--- src/rtl/alu_req_arbiter_pkg.sv ---
// Shared op encodings, FSM states and constants for the ALU request arbiter.
// Optional rsp_err output is enabled with ALU_DIV0_ERR_EN.
package alu_pkg;

    typedef enum logic [2:0] {
        OP_ADD = 3'd0,
        OP_SUB = 3'd1,
        OP_MUL = 3'd2,
        OP_DIV = 3'd3,
        OP_AND = 3'd4,
        OP_OR  = 3'd5,
        OP_XOR = 3'd6,
        OP_NOT = 3'd7
    } op_e;

    typedef enum logic [1:0] {
        IDLE = 2'd0,
        EXEC = 2'd1,
        RESP = 2'd2
    } state_e;

    localparam logic [7:0] DIV0_RESULT = 8'hFF;

endpackage

--- src/rtl/alu_req_arbiter_operation.sv ---
// Combinational 4-bit ALU: zero-extended operands, 8-bit result mod 256.
// A zero divisor yields 0 here; the arbiter substitutes its own constant.
module operation
    import alu_pkg::*;
(
    input  logic [2:0] op,
    input  logic [3:0] a,
    input  logic [3:0] b,
    output logic [7:0] result
);

    logic [7:0] w_a8;
    logic [7:0] w_b8;

    assign w_a8 = {4'h0, a};
    assign w_b8 = {4'h0, b};

    always_comb begin
        result = 8'h00;
        unique case (op)
            OP_ADD:  result = w_a8 + w_b8;
            OP_SUB:  result = w_a8 - w_b8;
            OP_MUL:  result = w_a8 * w_b8;
            OP_DIV:  result = (b == 4'h0) ? 8'h00 : (w_a8 / w_b8);
            OP_AND:  result = w_a8 & w_b8;
            OP_OR:   result = w_a8 | w_b8;
            OP_XOR:  result = w_a8 ^ w_b8;
            OP_NOT:  result = ~w_a8;
            default: result = 8'h00;
        endcase
    end

endmodule

--- src/rtl/alu_req_arbiter.sv ---
// Round-robin arbiter sharing one ALU between NUM_REQ valid/ready requesters.
// Define ALU_DIV0_ERR_EN to add the rsp_err divide-by-zero flag output.
module alu_req_arbiter
    import alu_pkg::*;
#(
    parameter int NUM_REQ  = 2,
    parameter int RESULT_W = 8
) (
    input  logic                 clk,
    input  logic                 rst,
    input  logic [NUM_REQ-1:0]   req_valid,
    output logic [NUM_REQ-1:0]   req_ready,
    input  logic [3*NUM_REQ-1:0] req_op,
    input  logic [4*NUM_REQ-1:0] req_a,
    input  logic [4*NUM_REQ-1:0] req_b,
    output logic [NUM_REQ-1:0]   rsp_valid,
    input  logic [NUM_REQ-1:0]   rsp_ready,
    output logic [RESULT_W-1:0]  rsp_result,
`ifdef ALU_DIV0_ERR_EN
    output logic                 rsp_err,
`endif
    output logic                 busy
);

    localparam int PTR_W = (NUM_REQ > 1) ? $clog2(NUM_REQ) : 1;

    // First requester at or after ptr, wrapping; lowest offset wins.
    function automatic logic [PTR_W-1:0] rr_pick(
        input logic [NUM_REQ-1:0] valid,
        input logic [PTR_W-1:0]   ptr
    );
        int idx;
        rr_pick = ptr;
        for (int k = NUM_REQ - 1; k >= 0; k--) begin
            idx = int'(ptr) + k;
            if (idx >= NUM_REQ) idx = idx - NUM_REQ;
            if (valid[PTR_W'(idx)]) rr_pick = PTR_W'(idx);
        end
    endfunction

    state_e           r_state;
    state_e           w_state_nxt;
    logic [PTR_W-1:0] r_rr_ptr;
    logic [PTR_W-1:0] r_owner;
    logic [2:0]       r_op;
    logic [3:0]       r_a;
    logic [3:0]       r_b;
    logic [RESULT_W-1:0] r_result;

    logic [PTR_W-1:0] w_pick;
    logic [PTR_W-1:0] w_ptr_nxt;
    logic             w_accept;
    logic             w_div0;
    logic [7:0]       w_alu;

    assign w_pick    = rr_pick(req_valid, r_rr_ptr);
    assign w_ptr_nxt = (w_pick == PTR_W'(NUM_REQ - 1)) ? '0
                                                        : w_pick + PTR_W'(1);
    assign w_div0    = (r_op == OP_DIV) && (r_b == 4'h0);

    operation u_alu (
        .op     (r_op),
        .a      (r_a),
        .b      (r_b),
        .result (w_alu)
    );

    always_ff @(posedge clk or posedge rst) begin
        if (rst) r_state <= IDLE;
        else     r_state <= w_state_nxt;
    end

    always_comb begin
        w_state_nxt = r_state;
        w_accept    = 1'b0;
        unique case (r_state)
            IDLE: begin
                if (|req_valid) begin
                    w_accept    = 1'b1;
                    w_state_nxt = EXEC;
                end
            end
            EXEC: w_state_nxt = RESP;
            RESP: begin
                if (rsp_ready[r_owner]) w_state_nxt = IDLE;
            end
            default: w_state_nxt = IDLE;
        endcase
    end

    always_ff @(posedge clk or posedge rst) begin
        if (rst) begin
            r_rr_ptr <= '0;
            r_owner  <= '0;
            r_op     <= OP_ADD;
            r_a      <= 4'h0;
            r_b      <= 4'h0;
            r_result <= '0;
        end else begin
            if (w_accept) begin
                r_owner  <= w_pick;
                r_rr_ptr <= w_ptr_nxt;
                r_op     <= req_op[3*w_pick +: 3];
                r_a      <= req_a[4*w_pick +: 4];
                r_b      <= req_b[4*w_pick +: 4];
            end
            // Divide by zero never lets the raw ALU output through.
            if (r_state == EXEC) begin
                r_result <= w_div0 ? DIV0_RESULT : w_alu;
            end
        end
    end

`ifdef ALU_DIV0_ERR_EN
    logic r_err;

    always_ff @(posedge clk or posedge rst) begin
        if (rst)                  r_err <= 1'b0;
        else if (r_state == EXEC) r_err <= w_div0;
    end

    assign rsp_err = r_err;
`endif

    // Reset gates the combinational grant so it reads 0 while held.
    assign req_ready  = (w_accept && !rst)
                        ? (NUM_REQ'(1) << w_pick) : '0;
    assign rsp_valid  = (r_state == RESP)
                        ? (NUM_REQ'(1) << r_owner) : '0;
    assign rsp_result = r_result;
    assign busy       = (r_state != IDLE);

endmodule

--- config.mk ---
export PLATFORM = sky130hd
export DESIGN_NAME = alu_req_arbiter
export DESIGN_NICKNAME = d
export VERILOG_FILES = /design/src/rtl/alu_req_arbiter_pkg.sv /design/src/rtl/alu_req_arbiter_operation.sv /design/src/rtl/alu_req_arbiter.sv
export SDC_FILE = /design/constraint.sdc
export NUM_CORES = 1
export LEC_CHECK = 0
export ABC_CLOCK_PERIOD_IN_PS = 28300
export CORE_MARGIN = 2
export CORE_UTILIZATION = 57
export DETAILED_ROUTE_END_ITERATION = 12
export DONT_BUFFER_PORTS = 1
export PLACE_DENSITY = 0.74
export SYNTH_ARGS = -nofsm -noshare
export SYNTH_HDL_FRONTEND = slang
export SYNTH_SLANG_ARGS = --single-unit
export TNS_END_PERCENT = 50
--- constraint.sdc ---
create_clock -name clk -period 28.3 [get_ports clk]
set_input_delay 5.66 -clock clk [delete_from_list [all_inputs] [get_ports clk]]
set_output_delay 5.66 -clock clk [all_outputs]
set_load 0.02 [all_outputs]
==> metrics.yaml <==
coreArea_um2: 5570
tritoncts: "done"
synth_edf_count: 0
antenna_found_initial: 0
hpwl_um: 6300
grt_pass1_vias: 2975
io_pins: 41
setup_viol: 0
cts.repair.resized: 0
crit_required_ns: 22.64
path_clk_slew_ns: 0.09
overflow: 0
synth-seq-cells: 23
wl_per_cell_um: 17.4
clock_skew_ns: 0.00463
path_cells: "inv_1 > and3_1"
synth_top_family_by_area: "adder cells"
ctsRootBufferMaster: "clkbuf_8"
yosysMostFrequentCell: "ha_1"
cp-start-kind: "primary input"
async_reset_ff_share_pct: 100
num_rows: 27
start_util_pct: 60.0
cts_num_sinks: 23
critical_path.slowest_cell: "inv_1"
dieArea_um2: 6490
insertion_delay_ns: 0.26
drt_iter0_drc: 226
synthAdderAreaFrac_pct: 23.4
hold_viol: 0
critPathTopFamily: "buffers and inverters"
wirelength_um: 8190
ctsHoldBuffers: 0
crit_fanout: 24
n_antenna_cell: 0
area_delta_synth_final_pct: 3.22
synth.top_cell.area_share_pct: 19.8
synth_compound_area_share_pct: 23.4
drtPass1Iterations: 5
drv_cap: 0
clk_path_buf_depth: 2
synth_area_um2: 3340
max_stage_delay_ns: 0.61
rsz0062_at_grt: "no"
clock.fmax_ghz: 0.0811
die_height_um: 80.6
crit_arrival_ns: 6.67
drive_gt1_share_pct: 7.54
worst_pin_slew_ns: 0.955
synth.distinct_cells: 67
portBuffers: 0
place.gp.congestion: 0.953
yosysSeqAreaShare_pct: 17.2
route.antenna.remaining_nets: 0
vias: 2958
cts_made_buffers: 3
synth_xor_xnor_area_share_pct: 3.14
synth_common_cells: "ha_1, nor2_1, a21oi_1"
grt_pass1_wl_um: 13700
cts_setup_buffers: 0
vias_per_cell: 6.29
fillers: 498
critPathKind: "in -> out"
fin_crit_ns: 12.33
fin_tns_setup_ns: 0
synthMuxAreaShare_pct: 8.76
synthFlopType: "dfrtp_1"
htree_levels: 1
synth-simple-area-share_pct: 19.2
synth_warnings: 0
critPathBufInv: 1
syn_inst: 402
synth_top_area_cell: "ha_1"
status: "complete, no violations"
nets: 486
die_w_um: 80.6
fin_crit_sh_pct: 43.6
holdCritPathClass: "reg -> reg"
synth.avg_cell_area_um2: 8.32
drv_slew: 0
cp-end-kind: "output port"
grt_max_degree: 28
max_slew_margin_pct: 35.7
drc: 0
synth_area_leaders: "ha_1, dfrtp_1, nor2_1"
track_usage_pct: 26.9
==> area by class of cell <==
class	instances	area (µm²)	share of cell area, %
Clock buffer	3	41.3	1.20
Tap cell	72	90.1	2.61
Inverter	27	101	2.94
Multi-Input combinational cell	342	2620	75.9
Sequential cell	23	576	16.7
Timing Repair Buffer	2	15.0	0.435
Clock inverter	1	7.51	0.218
==> layout by cell type (no fill, tap or decap), types with 8 or more instances in the layout <==
cell type,instances
nand2_1,24
a21oi_1,32
o21a_1,9
mux2i_1,17
ha_1,53
nor3_1,11
o21ai_0,18
or3_1,8
dfrtp_1,23
inv_1,27
nor2_1,46
==> through the flow <==
| stage | std cells | setup slack [ns] | area [µm²] | hold slack [ns] | util, % |
|---|---|---|---|---|---|
| after detailed placement | 466 | 15.90 | 3400 | 0.587 | 61.0 |
| after global routing | 470 | 15.82 | 3450 | 0.672 | 61.9 |
| after global placement | 466 | 15.91 | 3400 | 0.587 | 61.0 |
| after floorplan | 405 | 16.11 | 3350 | 0.556 | - |
| after CTS | 470 | 15.90 | 3450 | 0.603 | 61.9 |
| final | 470 | 15.97 | 3450 | 0.604 | 61.9 |
==> per-layer routing <==
layer / vias up / GRT usage (%) / routed length, µm
li1: 1450 / - / -
met1: 1382 / 34.9 / 3640
met2: 105 / 46.4 / 3890
met3: 21 / 3.82 / 461
met4: 0 / 7.63 / 194
met5: - / 0 / 0
==> flip-flops by register name, indices dropped and copies added (netlist names) <==
name / flops
r_rr_ptr: 1
rsp_result: 8
r_owner: 1
r_b: 4
r_a: 4
r_op: 3
r_state: 2
==> logic make-up after synthesis <==
| group | after synthesis |
|---|---|
| adders and majority gates | 59 |
| buffers and inverters | 40 |
| DFF | 23 |
| and+or+nand+nor | 129 |
| xor gates and xnor gates | 12 |
| AOI/OAI and AO/OA | 111 |
| other | 1 |
| muxes | 27 |
==> final timing paths <==
kind | slack, ns | end | depth (start not counted) | from
worst max register to register | 17.70 | rsp_result[0] | 39 | r_b[0]
worst min-delay path | 0.60 | r_owner | 2 | r_owner
worst max-delay path | 15.97 | req_ready[1] | 2 | rst
worst min register to register | 0.60 | r_owner | 2 | r_owner
max in group asynchronous | 22.32 | r_b[3] | 1 | rst
min in group asynchronous | 5.45 | r_op[0] | 1 | rst
Power is not shown: default switching activity piles up to over one toggle a cycle in this logic, so the estimate is an artifact.
==> RTL edit 1, RTL diff (config.mk and constraints unchanged) <==
Encoding of `state_e`: now one-hot (3 bits for 3 states).
--- a/src/rtl/alu_req_arbiter_pkg.sv
+++ b/src/rtl/alu_req_arbiter_pkg.sv
@@ -14,8 +14,8 @@
     } op_e;
 
-    typedef enum logic [1:0] {
-        IDLE = 2'd0,
-        EXEC = 2'd1,
-        RESP = 2'd2
+    typedef enum logic [2:0] {
+        IDLE = 3'b001,
+        EXEC = 3'b010,
+        RESP = 3'b100
     } state_e;
 
Behaviour: no difference found for any inputs over 10 cycles, from zero or initial values and one cycle with rst high; not proved beyond that.
==> RTL edit 1 against the original RTL <==
  * Synthesized area up 0.49%
  * Non-clock buffer count stayed put
  * Final area rose by 1.3%
  * Sequential cell count grew 1
  * Routed wire length shrank 8.6%
  * Final cell count grew 1.3%
  * Via count fell by 2.3%
  * Worst setup slack worse by 0.025 ns
Power is not shown: default switching activity piles up to over one toggle a cycle in this logic, so the estimate is an artifact.
==> RTL edit 1: results (changes against the original RTL) <==
Synthesis
  • Top cells by count, synth: 53 x ha_1, 44 x nor2_1, 30 x a21oi_1 (was 53 x ha_1, 46 x nor2_1, 32 x a21oi_1)
  • Netlist cell types: 65 (was 67)
  • Sequential fraction of the synthesis area: 17.9% (was 17.2%)
  • Largest cells by area after synthesis: ha_1 20%, dfrtp_1 17%, mux2i_1 6.3% (was ha_1 20%, dfrtp_1 17%, nor2_1 5.2%)
  • Synth Warn #: 0 (unchanged)
  • Ys async rst share: 100% (unchanged)

Worst setup path
  • Max incr delay on CP: 0.63 ns (was 0.61 ns)
  • R2R depth: 42 (was 39)
  • Slowest cell on crit path: inv_1 (unchanged)
  • Crit Path Max Fanout: 25 (was 24)
  • R2R setup slack: 18.90 ns (was 17.70 ns)
  • Worst path arrival time: 6.70 ns (was 6.67 ns)
  • Reg2Reg Capture Point: rsp_result[0] (unchanged)

Finish
  • Share of cells above drive strength 1: 5.69% (was 7.54%)
  • Nets: 492 (was 486)

GRT
  • First-pass GRT wire length: 12.7 mm (was 13.7 mm)
  • GR Util All Layers: 24.3% (was 26.9%)
  • Number of global-route vias before repair: 2,676 (was 2,975)

Worst hold path
  • Hold Path Stages: 1 (was 2)

Drt
  • 1st-iter DRT viols: 242 (was 226)
  • Top Layer Used: met3 (was met4)
  • Drt via density: 6.07 (was 6.29)
  • Number of detailed-route iterations in the first pass: 4 (was 5)
  • Wire length on met3: 373 um (was 461 um)
  • M1 WL: 3.60 mm (was 3.64 mm)
  • Wire per inst: 15.7 um (was 17.4 um)
  • Met2 routed WL: 3.50 mm (was 3.89 mm)

Clock network
  • Postcts setup bufs: 0 (unchanged)

Status
  • Status: completed (unchanged)

Timing
  • Worst slew pin tran: 1.02 ns (was 0.955 ns)
  • Setup Skew: 0.00405 ns (was 0.00463 ns)

Place
  • DP HPWL: 5.95 mm (was 6.30 mm)
  • RD Place Congestion: 0.880 (was 0.953)
[RTL edit 1: worst max path at each step]
stage                               to  cells after the start
final                     req_ready[1]                      2
after global routing      req_ready[1]                      2
after CTS                 req_ready[1]                      2
after detailed placement  req_ready[1]                      2
after global placement    req_ready[1]                      2
after floorplan           req_ready[1]                      2
[RTL edit 1: area by class of cell]
cell class,instances,area [sq um]
Inverter,27,101
Sequential cell,24,602
Timing Repair Buffer,2,15.0
Tap cell,72,90.1
Clock buffer,3,41.3
Multi-Input combinational cell,347,2620
Fill cell,523,2110
Clock inverter,1,30.0
[RTL edit 1: worst register-to-register path: cells and delay by family, from the launching register on]
family                     cells  cell delay [ns]
AOI/OAI and AO/OA             19             3.69
adders and majority gates      6             1.83
buffers and inverters          1             0.29
DFF                            1             0.56
muxes                          3             0.68
and+or+nand+nor               13             2.24
[RTL edit 1: per-layer routing]
layer	track usage, %	vias up
li1	-	1470
met1	36.1	1356
met2	39.6	63
met3	3.22	0
met4	1.69	0
met5	0	-
[RTL edit 1: cell families (layout without fill, tap and decap cells)]
family / after synthesis / in the layout / synth area share [%]
fa+ha+maj: 59 / 59 / 23.3
other cells: 1 / 4 / 0.112
xor+xnor: 15 / 15 / 3.91
buf+inv: 40 / 33 / 4.51
simple gates: 135 / 135 / 20.4
mux: 25 / 25 / 7.60
compound gates: 109 / 109 / 22.2
flops: 24 / 24 / 17.9
[RTL edit 1: through the flow]
stage	setup slack, ns	utilization (%)	hold WS, ns	area, sq um	instances
final	15.94	62.4	0.598	3500	476
after global placement	15.90	61.1	0.558	3430	472
after detailed placement	15.87	61.1	0.574	3430	472
after CTS	15.87	62.4	0.593	3500	476
after global routing	15.76	62.4	0.618	3500	476
after floorplan	16.08	-	0.527	3370	411
==> RTL edit 2, RTL diff (same settings) <==
Without the edit above. Set the parameter `NUM_REQ` to 1 (it was 2).
--- a/src/rtl/alu_req_arbiter.sv
+++ b/src/rtl/alu_req_arbiter.sv
@@ -4,5 +4,5 @@
     import alu_pkg::*;
 #(
-    parameter int NUM_REQ  = 2,
+    parameter int NUM_REQ  = 1,
     parameter int RESULT_W = 8
 ) (
Ports: changed (7 resized); port bits go from 41 to 26. No check against the original RTL was run, so the function may have changed too.
==> RTL edit 2 against the original RTL <==
  * Maximum frequency is 3.9% higher
  * Final area down 2.5%
  * Worst setup slack gained 0.46 ns
  * Clock skew decreased by 0.0033 ns
  * Routed wire length decreased by 5.8%
  * Sequential cell count down 2
  * Critical path type unchanged
  * Synthesized area is 2.5% lower
  * Final cell count shrank 1.1%
Power is not shown: default switching activity piles up to over one toggle a cycle in this logic, so the estimate is an artifact.
==> RTL edit 2: results (changes against the original RTL) <==
Status
  • Status: completed (unchanged)

Worst hold path
  • Hold Path Stages: 1 (was 2)
  • HP Class: reg -> reg (unchanged)

Synthesis
  • Post-Synth XOR/XNOR Area: 2.42% (was 3.14%)
  • Top cells by count, synth: 53 x ha_1, 39 x o21ai_0, 33 x nor2_1 (was 53 x ha_1, 46 x nor2_1, 32 x a21oi_1)
  • Synth Area in Compound Gates: 26.1% (was 23.4%)
  • Adder-cell area share of the yosys netlist: 24.0% (was 23.4%)
  • Synth Warn #: 0 (unchanged)
  • Mux cell area share after synthesis: 5.60% (was 8.76%)
  • Largest cells by area after synthesis: ha_1 20%, dfrtp_1 16%, o21ai_0 6.0% (was ha_1 20%, dfrtp_1 17%, nor2_1 5.2%)
  • Top_reg_cell synth: dfrtp_1 (unchanged)
  • Sequential fraction of the synthesis area: 16.1% (was 17.2%)

Worst setup path
  • Crit Path Max Fanout: 2 (was 24)
  • Slowest cell on crit path: nor3_1 (was inv_1)
  • Crit-path leading delay family: simple AND/OR/NAND/NOR gates (was buffers and inverters)
  • Max incr delay on CP: 0.52 ns (was 0.61 ns)
  • R2R depth: 41 (was 39)
  • Worst path arrival time: 6.21 ns (was 6.67 ns)

GRT
  • First-pass GRT wire length: 13.1 mm (was 13.7 mm)
  • Number of global-route vias before repair: 2,779 (was 2,975)
  • Largest net degree at the start of global routing: 22 (was 28)
  • GR Util All Layers: 26.0% (was 26.9%)

Drt
  • Top Layer Used: met4 (unchanged)
  • Wire length on met3: 556 um (was 461 um)
  • Number of detailed-route iterations in the first pass: 5 (unchanged)
  • Wire per inst: 16.6 um (was 17.4 um)
  • Met2 routed WL: 3.52 mm (was 3.89 mm)
  • Via count: 2,951 (was 2,958)
  • M1 WL: 3.53 mm (was 3.64 mm)
  • 1st-iter DRT viols: 304 (was 226)

Clock network
  • Clock-pin slew on the worst setup and hold paths: 0.07 ns (was 0.09 ns)
  • Htree depth: 1 (unchanged)

Place
  • DP HPWL: 6.13 mm (was 6.30 mm)
  • # port buffers: 0 (unchanged)
  • Place WS: 16.43 ns (was 15.90 ns)
  • RD Place Congestion: 0.888 (was 0.953)
  • Placed Area: 3320 sq um (was 3400 sq um)

Finish
  • Fill count: 488 (was 498)
  • Share of cells above drive strength 1: 8.65% (was 7.54%)
  • Area growth from synthesis to layout: 3.15% (was 3.22%)
  • Nets: 468 (was 486)
  • Max reg flops: 8 (unchanged)

Timing
  • Setup Skew: 0.00130 ns (was 0.00463 ns)
  • Worst slew pin tran: 0.901 ns (was 0.955 ns)
-- RTL edit 2: cell type report --
| class | instances | share of cell area (%) |
|---|---|---|
| Multi-Input combinational cell | 335 | 76.6 |
| Sequential cell | 21 | 15.6 |
| Inverter | 32 | 3.57 |
| Tap cell | 72 | 2.68 |
| Clock buffer | 4 | 1.34 |
| Timing Repair Buffer | 1 | 0.223 |
-- RTL edit 2: path summary, 6_finish.rpt --
path	start	endpoint	slack (ns)
setup / recovery	req_valid	req_ready	16.43
setup reg to reg	r_b[1]	rsp_result[0]	18.05
hold reg to reg	rsp_result[4]	rsp_result[4]	0.66
min in group asynchronous	rst	r_state[1]	5.42
hold / removal	rsp_result[4]	rsp_result[4]	0.66
max in group asynchronous	rst	r_b[0]	22.38
-- RTL edit 2: kinds of logic after synthesis --
| logic type | Yosys count |
|---|---|
| and+or+nand+nor | 126 |
| AOI/OAI and AO/OA | 122 |
| adders and majority gates | 59 |
| buffers and inverters | 41 |
| DFF | 21 |
| muxes | 15 |
| xor gates and xnor gates | 9 |
| other | 1 |
-- RTL edit 2: stage by stage --
| step | std cells | hold WS [ns] |
|---|---|---|
| after floorplan | 397 | 0.629 |
| after global placement | 461 | 0.644 |
| after detailed placement | 461 | 0.649 |
| after CTS | 465 | 0.668 |
| after global routing | 465 | 0.692 |
| final | 465 | 0.662 |
-- RTL edit 2: metal layers --
metal / track usage (%) / vias to the layer above
met5: 0 / -
met4: 4.83 / 0
met3: 3.85 / 13
met2: 42.8 / 114
met1: 36.5 / 1380
li1: - / 1444
